File: config.mk
export PLATFORM = sky130hd
export DESIGN_NAME = sim_step_scheduler_flat
export DESIGN_NICKNAME = d
export VERILOG_FILES = /design/src/rtl/sim_step_scheduler_pkg.sv /design/src/rtl/sim_step_scheduler_if.sv /design/src/rtl/sim_step_scheduler_watchdog.sv /design/src/rtl/sim_step_scheduler.sv /design/src/flat_wrapper.sv
export SDC_FILE = /design/constraint.sdc
export NUM_CORES = 1
export LEC_CHECK = 0
export ABC_AREA = 1
export ABC_CLOCK_PERIOD_IN_PS = 1750
export CORE_ASPECT_RATIO = 1.5
export CORE_MARGIN = 8
export CORE_UTILIZATION = 28
export CTS_CLUSTER_DIAMETER = 50
export CTS_CLUSTER_SIZE = 25
export DETAILED_ROUTE_END_ITERATION = 12
export GPL_ROUTABILITY_DRIVEN = 1
export GPL_TIMING_DRIVEN = 0
export HOLD_SLACK_MARGIN = 0.05
export PLACE_DENSITY = 0.66
export SLEW_MARGIN = 15
export SYNTH_ARGS = -nofsm -noshare
export SYNTH_HDL_FRONTEND = slang
export SYNTH_SLANG_ARGS = --single-unit
File: constraint.sdc
create_clock -name clk -period 1.75 [get_ports clk]
set_clock_uncertainty 0.1 [all_clocks]
set_input_delay 0.35 -clock clk [delete_from_list [all_inputs] [get_ports clk]]
set_output_delay 0.35 -clock clk [all_outputs]
set_load 0.005 [all_outputs]
File: src/rtl/sim_step_scheduler_pkg.sv
`default_nettype none
// ============================================================================
// Module   : sim_pkg
// Brief    : Shared types and constants for the fluid-sim frame scheduler.
// Revision : 1.0
// ============================================================================
package sim_pkg;

    localparam int c_MAX_ITERS = 16;
    localparam int c_TIMEOUT   = 65535;

    typedef enum logic [2:0] {
        SCHED_IDLE       = 3'd0,
        SCHED_PROJ_START = 3'd1,
        SCHED_PROJ_WAIT  = 3'd2,
        SCHED_ADV_START  = 3'd3,
        SCHED_ADV_WAIT   = 3'd4,
        SCHED_SWAP       = 3'd5
    } sched_state_e;

    typedef struct packed {
        logic [31:0] xn;
        logic [31:0] yn;
        logic [31:0] mag;
    } field_word_t;

endpackage
`default_nettype wire

File: src/rtl/sim_step_scheduler_if.sv
`default_nettype none
// ============================================================================
// Module   : sim_step_scheduler_if
// Brief    : Start/done handshakes and field write port between scheduler and datapaths.
// Revision : 1.0
// ============================================================================
interface sim_step_scheduler_if #(
    parameter int FIELD_ADDRW = 6,
    parameter int FIELD_DATAW = 96
);
    logic                   proj_start;
    logic                   proj_done;
    logic                   adv_start;
    logic                   adv_done;
    logic [FIELD_ADDRW-1:0] f_addr_in;
    logic [FIELD_DATAW-1:0] f_data_in;
    logic                   f_we_in;
    logic [FIELD_ADDRW:0]   f_addr_out;
    logic [FIELD_DATAW-1:0] f_data_out;
    logic                   f_we_out;

    modport master (
        output proj_start, adv_start, f_addr_out, f_data_out, f_we_out,
        input  proj_done, adv_done, f_addr_in, f_data_in, f_we_in
    );

    modport slave (
        input  proj_start, adv_start, f_addr_out, f_data_out, f_we_out,
        output proj_done, adv_done, f_addr_in, f_data_in, f_we_in
    );
endinterface
`default_nettype wire

File: src/rtl/sim_step_scheduler_watchdog.sv
`default_nettype none
// ============================================================================
// Module   : sched_watchdog
// Brief    : Loadable down-counter flagging a phase that waited too long for done.
// Revision : 1.0
// ============================================================================
module sched_watchdog #(
    parameter int TIMEOUT = 65535,
    parameter int TOW     = 16
) (
    input  logic clk,
    input  logic rst,
    input  logic i_load,
    input  logic i_run,
    output logic o_expired
);
    logic [TOW-1:0] r_cnt;

    assign o_expired = i_run && (r_cnt == '0);

    always_ff @(posedge clk or posedge rst) begin
        if (rst) begin
            r_cnt <= '0;
        end else if (i_load) begin
            r_cnt <= TOW'(TIMEOUT);
        end else if (i_run && (r_cnt != '0)) begin
            r_cnt <= r_cnt - 1'b1;
        end
    end
endmodule
`default_nettype wire

File: src/rtl/sim_step_scheduler.sv
`default_nettype none
// ============================================================================
// Module   : sim_step_scheduler
// Brief    : Per-frame sequencer: N projection passes, one advect pass, bank swap.
// Revision : 1.0
// ============================================================================
module sim_step_scheduler
    import sim_pkg::*;
#(
    parameter int FIELD_ADDRW = 6,
    parameter int FIELD_DATAW = 96,
    parameter int MAX_ITERS   = c_MAX_ITERS,
    parameter int ITERW       = 5,
    parameter int TIMEOUT     = c_TIMEOUT,
    parameter int TOW         = 16
) (
    input  logic             clk,
    input  logic             rst,
    input  logic             i_enable,
    input  logic             i_frame_start,
    input  logic [ITERW-1:0] i_iters_cfg,
    sim_step_scheduler_if.master bus,
    output logic             o_disp_bank,
    output logic             o_busy,
    output logic             o_frame_done,
    output logic             o_err_timeout,
    output logic [15:0]      o_overrun_cnt
);
    localparam logic [2:0] c_ST_IDLE       = SCHED_IDLE;
    localparam logic [2:0] c_ST_PROJ_START = SCHED_PROJ_START;
    localparam logic [2:0] c_ST_PROJ_WAIT  = SCHED_PROJ_WAIT;
    localparam logic [2:0] c_ST_ADV_START  = SCHED_ADV_START;
    localparam logic [2:0] c_ST_ADV_WAIT   = SCHED_ADV_WAIT;
    localparam logic [2:0] c_ST_SWAP       = SCHED_SWAP;

    logic [2:0]             r_state;
    logic                   r_back_bank;
    logic                   r_pending;
    logic                   r_proj_start;
    logic                   r_adv_start;
    logic                   r_err;
    logic [15:0]            r_overrun;
    logic [ITERW-1:0]       r_iters;
    logic [ITERW-1:0]       r_iter_cnt;
    logic [ITERW-1:0]       w_iter_next;
    logic [ITERW-1:0]       w_iters_clamped;
    logic                   w_busy;
    logic                   w_start;
    logic                   w_wd_load;
    logic                   w_wd_run;
    logic                   w_expired;
    logic [FIELD_ADDRW-1:0] w_addr;
    logic [FIELD_DATAW-1:0] w_data;

    assign w_busy          = (r_state != c_ST_IDLE);
    assign w_start         = (r_state == c_ST_IDLE) && i_enable && (i_frame_start || r_pending);
    assign w_iters_clamped = (i_iters_cfg > ITERW'(MAX_ITERS)) ? ITERW'(MAX_ITERS) : i_iters_cfg;
    assign w_iter_next     = r_iter_cnt + 1'b1;
    assign w_wd_load       = (r_state == c_ST_PROJ_START) || (r_state == c_ST_ADV_START);
    assign w_wd_run        = (r_state == c_ST_PROJ_WAIT) || (r_state == c_ST_ADV_WAIT);

    sched_watchdog #(
        .TIMEOUT (TIMEOUT),
        .TOW     (TOW)
    ) u_watchdog (
        .clk       (clk),
        .rst       (rst),
        .i_load    (w_wd_load),
        .i_run     (w_wd_run),
        .o_expired (w_expired)
    );

    // Writes land in the back bank; the bank only flips in SWAP, so it is stable during projection.
    assign w_addr         = bus.f_addr_in;
    assign w_data         = bus.f_data_in;
    assign bus.f_addr_out = {r_back_bank, w_addr};
    assign bus.f_data_out = w_data;
    assign bus.f_we_out   = bus.f_we_in && (r_state == c_ST_PROJ_WAIT);
    assign bus.proj_start = r_proj_start;
    assign bus.adv_start  = r_adv_start;

    assign o_disp_bank   = ~r_back_bank;
    assign o_busy        = w_busy;
    assign o_frame_done  = (r_state == c_ST_SWAP);
    assign o_err_timeout = r_err;
    assign o_overrun_cnt = r_overrun;

    always_ff @(posedge clk or posedge rst) begin
        if (rst) begin
            r_state      <= c_ST_IDLE;
            r_back_bank  <= 1'b1;
            r_pending    <= 1'b0;
            r_proj_start <= 1'b0;
            r_adv_start  <= 1'b0;
            r_err        <= 1'b0;
            r_overrun    <= '0;
            r_iters      <= '0;
            r_iter_cnt   <= '0;
        end else begin
            r_proj_start <= (r_state == c_ST_PROJ_START);
            r_adv_start  <= (r_state == c_ST_ADV_START);

            // One tick may queue behind a running frame; further ticks are counted as dropped.
            if (w_busy && i_frame_start) begin
                if (!r_pending) begin
                    r_pending <= 1'b1;
                end else if (r_overrun != 16'hFFFF) begin
                    r_overrun <= r_overrun + 16'd1;
                end
            end else if (w_start) begin
                r_pending <= 1'b0;
            end

            case (r_state)
                c_ST_IDLE: begin
                    if (w_start) begin
                        r_iters    <= w_iters_clamped;
                        r_iter_cnt <= '0;
                        r_state    <= (w_iters_clamped == '0) ? c_ST_ADV_START : c_ST_PROJ_START;
                    end
                end
                c_ST_PROJ_START: r_state <= c_ST_PROJ_WAIT;
                c_ST_PROJ_WAIT: begin
                    if (bus.proj_done) begin
                        r_iter_cnt <= w_iter_next;
                        r_state    <= (w_iter_next == r_iters) ? c_ST_ADV_START : c_ST_PROJ_START;
                    end else if (w_expired) begin
                        r_err      <= 1'b1;
                        r_iter_cnt <= '0;
                        r_state    <= c_ST_IDLE;
                    end
                end
                c_ST_ADV_START: r_state <= c_ST_ADV_WAIT;
                c_ST_ADV_WAIT: begin
                    if (bus.adv_done) begin
                        r_state <= c_ST_SWAP;
                    end else if (w_expired) begin
                        r_err      <= 1'b1;
                        r_iter_cnt <= '0;
                        r_state    <= c_ST_IDLE;
                    end
                end
                c_ST_SWAP: begin
                    r_back_bank <= ~r_back_bank;
                    r_state     <= c_ST_IDLE;
                end
                default: r_state <= c_ST_IDLE;
            endcase
        end
    end
endmodule
`default_nettype wire

File: src/flat_wrapper.sv
// flat-port wrapper written by rule: the top's interface ports become plain ports
module sim_step_scheduler_flat import sim_pkg::*;
#(
    parameter int FIELD_ADDRW = 6,
    parameter int FIELD_DATAW = 96,
    parameter int MAX_ITERS   = c_MAX_ITERS,
    parameter int ITERW       = 5,
    parameter int TIMEOUT     = c_TIMEOUT,
    parameter int TOW         = 16
)
  (clk, rst, i_enable, i_frame_start, i_iters_cfg, o_disp_bank, o_busy, o_frame_done, o_err_timeout, o_overrun_cnt, bus_proj_start, bus_adv_start, bus_f_addr_out, bus_f_data_out, bus_f_we_out, bus_proj_done, bus_adv_done, bus_f_addr_in, bus_f_data_in, bus_f_we_in);
  sim_step_scheduler_if #(.FIELD_ADDRW(FIELD_ADDRW), .FIELD_DATAW(FIELD_DATAW)) bus_i ();
  input  logic clk;
  input  logic rst;
  input  logic i_enable;
  input  logic i_frame_start;
  input  logic [ITERW-1:0] i_iters_cfg;
  output logic o_disp_bank;
  output logic o_busy;
  output logic o_frame_done;
  output logic o_err_timeout;
  output logic [15:0] o_overrun_cnt;
  output wire logic [$bits(bus_i.proj_start)-1:0] bus_proj_start;
  output wire logic [$bits(bus_i.adv_start)-1:0] bus_adv_start;
  output wire logic [$bits(bus_i.f_addr_out)-1:0] bus_f_addr_out;
  output wire logic [$bits(bus_i.f_data_out)-1:0] bus_f_data_out;
  output wire logic [$bits(bus_i.f_we_out)-1:0] bus_f_we_out;
  input wire logic [$bits(bus_i.proj_done)-1:0] bus_proj_done;
  input wire logic [$bits(bus_i.adv_done)-1:0] bus_adv_done;
  input wire logic [$bits(bus_i.f_addr_in)-1:0] bus_f_addr_in;
  input wire logic [$bits(bus_i.f_data_in)-1:0] bus_f_data_in;
  input wire logic [$bits(bus_i.f_we_in)-1:0] bus_f_we_in;
  assign bus_proj_start = bus_i.proj_start;
  assign bus_adv_start = bus_i.adv_start;
  assign bus_f_addr_out = bus_i.f_addr_out;
  assign bus_f_data_out = bus_i.f_data_out;
  assign bus_f_we_out = bus_i.f_we_out;
  assign bus_i.proj_done = bus_proj_done;
  assign bus_i.adv_done = bus_adv_done;
  assign bus_i.f_addr_in = bus_f_addr_in;
  assign bus_i.f_data_in = bus_f_data_in;
  assign bus_i.f_we_in = bus_f_we_in;
  sim_step_scheduler #(.FIELD_ADDRW(FIELD_ADDRW), .FIELD_DATAW(FIELD_DATAW), .MAX_ITERS(MAX_ITERS), .ITERW(ITERW), .TIMEOUT(TIMEOUT), .TOW(TOW)) u_core (.clk(clk), .rst(rst), .i_enable(i_enable), .i_frame_start(i_frame_start), .i_iters_cfg(i_iters_cfg), .bus(bus_i), .o_disp_bank(o_disp_bank), .o_busy(o_busy), .o_frame_done(o_frame_done), .o_err_timeout(o_err_timeout), .o_overrun_cnt(o_overrun_cnt));
endmodule
# --- Yosys cells after proc, flatten, opt, wreduce, memory -nomap -nowiden ---
# Index checks and enable logic that the tools add are counted.
totals:
  inputBits: 114
  wordCells: 68
  out_inout_bits: 126
  reg_bits: 50
classes:
  bitwise_logic: 1
  magnitude_cmp: 1
  eq_ne: 10
  reduce_logical: 22
  addsub: 3
  muxes: 21
ops:
  columns: ["cell", "count"]
  rows:
  - ["16-bit two-way mux", 2]
  - ["5-bit two-way mux", 5]
  - ["16-bit by 1-bit adder with 16-bit output (second input constant)", 1]
  - ["16-bit logical NOT", 1]
  - ["16-bit != test (second input constant)", 1]
  - ["16-bit nonzero test", 1]
  - ["16-bit by 1-bit subtractor with 16-bit output (second input constant)", 1]
  - ["3-bit one-hot mux with 5 select lines", 1]
  - ["5-bit one-hot mux with 3 select lines", 1]
  - ["3-bit two-way mux", 4]
  - ["3-bit AND reduction", 3]
  - ["3-bit by 2-bit == test with 1-bit output (second input constant)", 2]
  - ["3-bit == test (second input constant)", 2]
  - ["1-bit logical AND", 6]
  - ["2-bit nonzero test", 3]
  - ["3-bit nonzero test", 2]
  - ["5-bit by 1-bit adder with 5-bit output (second input constant)", 1]
  - ["5-bit == test", 1]
  - ["5-bit greater-than comparator (second input constant)", 1]
  - ["5-bit logical NOT", 1]
  - ["1-bit two-way mux", 5]
  - ["2-bit two-way mux", 2]
  - ["2-bit != test (second input constant)", 2]
  - ["3-bit by 1-bit == test with 1-bit output (second input constant)", 1]
  - ["other kinds (6)", 8]

# --- Longest topological paths before layout ---
logic_depth:
  word_depth: 6
  depth_mapped: 11
  depth_no_buf: 11

# --- Hierarchy ---
# From an unflattened synthesis, not the netlist that was laid out.
hier_totals:
  hier_cells: 523
  area_unflattened_um2: 3786.1
modules_own_cells:
  columns: ["mod", "seq_area_each_um2", "cells_each", "area_each_um2", "n_inst"]
  rows:
  - ["sim_step_scheduler", 852.1, 355, 2663.8, 1]
  - ["sched_watchdog", 400.4, 168, 1122.3, 1]

# --- Worst setup path after synthesis ---
# OpenSTA, ideal clock, no wires.
synth_timing:
  kind: "register -> register"
  startpoint: "reg u_core.r_overrun[0] (netlist: u_core.o_overrun_cnt[0])"
  endpoint: "reg u_core.r_overrun[13] (netlist: u_core.o_overrun_cnt[13])"
  required_ns: 1.531
  synth_period_minus_slack_ns: 1.623
  setup_ns: 0.119
  path_slack_ns: 0.127
  path_stages_with_launch: 10
  arrival_time_ns: 1.404
  path_buffers: 1
  cell_sequence: "dfrtp_1 ha_1 inv_1 nor3_4 nand2_2 o21ai_4 inv_2 buf_6 nand2_2 o21ai_2"
synth_via:
  elab_chain_len: 2
  word_cells_on_any_way: 3
  classes_between: "add/sub: 1; eq/ne: 1; reduce/logical: 1"
synth_lines:
  columns: ["element", "line_no", "source"]
  rows:
  - ["start, declared", "sim_step_scheduler.sv:42", "logic [15:0] r_overrun;"]
  - ["start signal, assigned", "sim_step_scheduler.sv:108", "r_overrun <= r_overrun + 16'd1;"]
  - ["parallel branches: the longest is 2 deep, another holds 16-bit by 1-bit adder with 16-bit output", null, null]
# Parallel ways; which one is timed is not known.
# A chain may end at the register's enable or synchronous reset.

# --- Worst setup path after layout ---
layout_timing:
  startpoint: "reg u_core.r_overrun[0] (netlist: u_core.o_overrun_cnt[0])"
  endpoint: "reg u_core.r_overrun[3] (netlist: u_core.o_overrun_cnt[3])"
# Same word-level chain as after synthesis.

==> impl_metrics.csv <==
group,metric,value,unit
synth,synthCells,468,
critical_path,crit_fanout,4,
cells_and_area,design_area,5709,um^2
clocking,clock_latency,0.30,ns
cells_and_area,final_cell_mix,"buf_4 (130), clkdlybuf4s50_1 (130), nand2_1 (73)",
grt,met3_usage,4.908,%
critical_path,path_class,"flop to flop",
drt,wl_per_cell,15.30,um
pwr,power.leakage,2.639,nW
sta,slew_violations,0,
grt,grt_max_degree,27,
cells_and_area,num_antenna_cells,0,
synth,syn_area,3572,um^2
critical_path,critPathArrivalTime,1.85,ns
die,io_pins,240,
clocking,clk_pin_slew,0.07,ns
sta,setup_viol,9,
placement,place.port_buffers,137,
synth,ys_seq_area_share,35.06,%
sta,holdWs,0.3302,ns
synth,synth-seq-cells,50,
drt,antenna_left,0,
grt,grt_pass1_wl,17680,um
critical_path,worstSetupEndpointType,"flop",
drt,drc,0,
synth,synthTopCellsByArea,"dfrtp_1 (34%), buf_4 (22%), nand2_1 (8.7%), inv_1 (5.4%), nand3_1 (4.6%)",
placement,place.gp.congestion,0.8752,
critical_path,worstPathRequired,1.82,ns
sta,finalHoldViolations,0,
drt,vias,3616,
die,die_h,154.3,um
sta,finalCriticalPeriod,1.773,ns
synth,ys_types,35,
clocking,htree_levels,2,
placement,place_area,5159,um^2
synth,yosysWarnings,0,
clocking,cts-buffers-inserted,5,
grt,overflow,0,
die,start_util,28.69,%
critical_path,path_buf_inv,2,
hold_path,hold_class,"primary input to async pin",
sta,tightest_slew,0.5652,ns
grt,first_global_vias,3698,
critical_path,critical-path-top-delay-family,"flip-flops",
cells_and_area,drive_above_1_share,33.54,%
pwr,power_density,1003,nW/um^2
critical_path,cpPeakStageDelay,0.39,ns
flow_run,drv_cap,0,
die,fp.dieW,108.2,um
clocking,cts_tree,"yes",
outcome,violations,"negative setup slack",
clocking,cts_max_path_buffers,2,
clocking,clock_sink_count,50,
die,rows,50,
sta,setup_tns,-0.08783,ns
sta,max_freq,564.0,MHz
sta,rsz0062_at_grt,"true",
die,core-area,12450,um^2
grt,antenna_found_initial,0,
cells_and_area,n_fill_cell,1211,
critical_path,r2r_setup_slack,-0.02,ns
die,die-area,16700,um^2
critical_path,critical_path_depth,8,
grt,grt_util_met2,24.97,%
critical_path,r2r_cells,8,
critical_path,r2r-start,"u_core.o_overrun_cnt[0]",
grt,grt.busiest_layer,"met2",
drt,firstDrtPassIters,4,
critical_path,slowest_stage,"dfrtp_1",
drt,drtIter0Drc,102,
synth,synth_top_area_share,34.33,%
pwr,vdd.ir_drop.worst,0.6244,mV
drt,wl,12200,um
cells_and_area,final_util,45.86,%
placement,dpl.hpwl,9899,um
drt,viasPerCell,4.537,
synth,syn_avg_cell_area,7.633,um^2
outcome,status,"complete, but fails checks",
grt,grt_usage,13.16,%
clocking,clock-root-buffer,"clkbuf_16",
synth,yosys.area.top_type,"dfrtp_1",
critical_path,path_cells,"ha_2 > inv_2 > nor3_4 > nand2_2 > o21ai_4 > buf_4 > nor2_1 > xor2_1",
critical_path,crit_start,"u_core.o_overrun_cnt[0]",
critical_path,crit_path_start_kind,"flop",
sta,post-route-period-util,101.3,%
sta,timing.slew.headroom,62.27,%
sta,layout_setup_ws,-0.02307,ns
synth,synth_nets,586,
grt,grt.met1_usage,12.18,%
cells_and_area,fin_nets,758,
cells_and_area,area_delta_synth_final,59.82,%
## logic make-up (layout without fill, tap and decap cells)
| family | count (synthesis) | in the layout | synth area share [%] |
|---|---|---|---|
| adder cells (fa/ha/maj) | 4 | 4 | 1.401 |
| flip-flops | 50 | 50 | 35.06 |
| AO/OA/AOI/OAI | 39 | 39 | 6.620 |
| AND/OR/NAND/NOR | 194 | 195 | 24.45 |
| buffers and inverters | 166 | 338 | 28.79 |
| XOR/XNOR | 15 | 15 | 3.678 |
## timing repair
item                       CTS  global route
setup endpoints to repair   33            48
cloned                       0             2
pin swaps                    3            17
buffers inserted             6            19
hold buffers                 0             0
gates resized for setup     13            56
hold endpoints to repair     0             0
## report_power, final
part / switching (mW) / leakage, nW / internal [mW] / total [mW]
sequential: 0.262 / 0.568 / 1.45 / 1.71
combinational: 1.41 / 1.99 / 1.46 / 2.87
clock: 0.464 / 0.0848 / 0.686 / 1.15
## cells in the mapped netlist (all sizes together)
| cell | n |
|---|---|
| clkbuf | 1 |
| dfstp | 1 |
| a31oi | 1 |
| a21oi | 5 |
| dfrtp | 49 |
| a41oi | 1 |
| nand3b | 2 |
| o22ai | 2 |
| a211o | 1 |
| nand3 | 33 |
| buf | 106 |
| nor2 | 45 |
| ha | 4 |
| nor4 | 4 |
| nand2 | 90 |
| xnor2 | 7 |
| nand4 | 6 |
| inv | 58 |
| clkinv | 1 |
| a31o | 2 |
| o21ai | 27 |
| xor2 | 8 |
| nor3 | 14 |
## area by class of cell
class	count	area, um^2	share of cell area, %
plain buffers	107	818.3	14.33
clock buffers	5	125.1	2.192
well taps	156	195.2	3.419
multi-input cells	253	1448	25.36
flip-flops and latches	50	1262	22.11
repair buffers	164	1587	27.79
clock inverters	3	47.55	0.8328
inverters	59	226.5	3.967
## path summary, 6_finish.rpt
kind | to
max | u_core.o_overrun_cnt[3]
min | u_core.u_watchdog.r_cnt[11]
max reg2reg | u_core.o_overrun_cnt[3]
min reg2reg | u_core.o_err_timeout
max in group asynchronous | u_core.o_overrun_cnt[8]
min in group clk | u_core.o_err_timeout
## metrics by stage
step | setup WS (ns) | power, mW | instances
after floorplan | 0.1005 | 3.013 | 468
after global placement | -0.9382 | 3.944 | 761
after detailed placement | -0.1516 | 4.000 | 762
after CTS | -0.03586 | 5.256 | 776
after global routing | -0.1033 | 6.117 | 797
final | -0.02307 | 5.729 | 797
## sequential cells by signal (all words and copies together) (netlist names), 3 cells and up
signal and flops:
u_core.r_iters 5, u_core.u_watchdog.r_cnt 16, u_core.r_iter_cnt 5, u_core.o_overrun_cnt 16, u_core.r_state 3
## routing by layer
metal	routed length, um	share of wire, %
met2	6464	53
met3	1547	13
met5	0	0
met4	159	1.3
met1	4025	33
No activity file was read; power rests on OpenSTA's default activity.
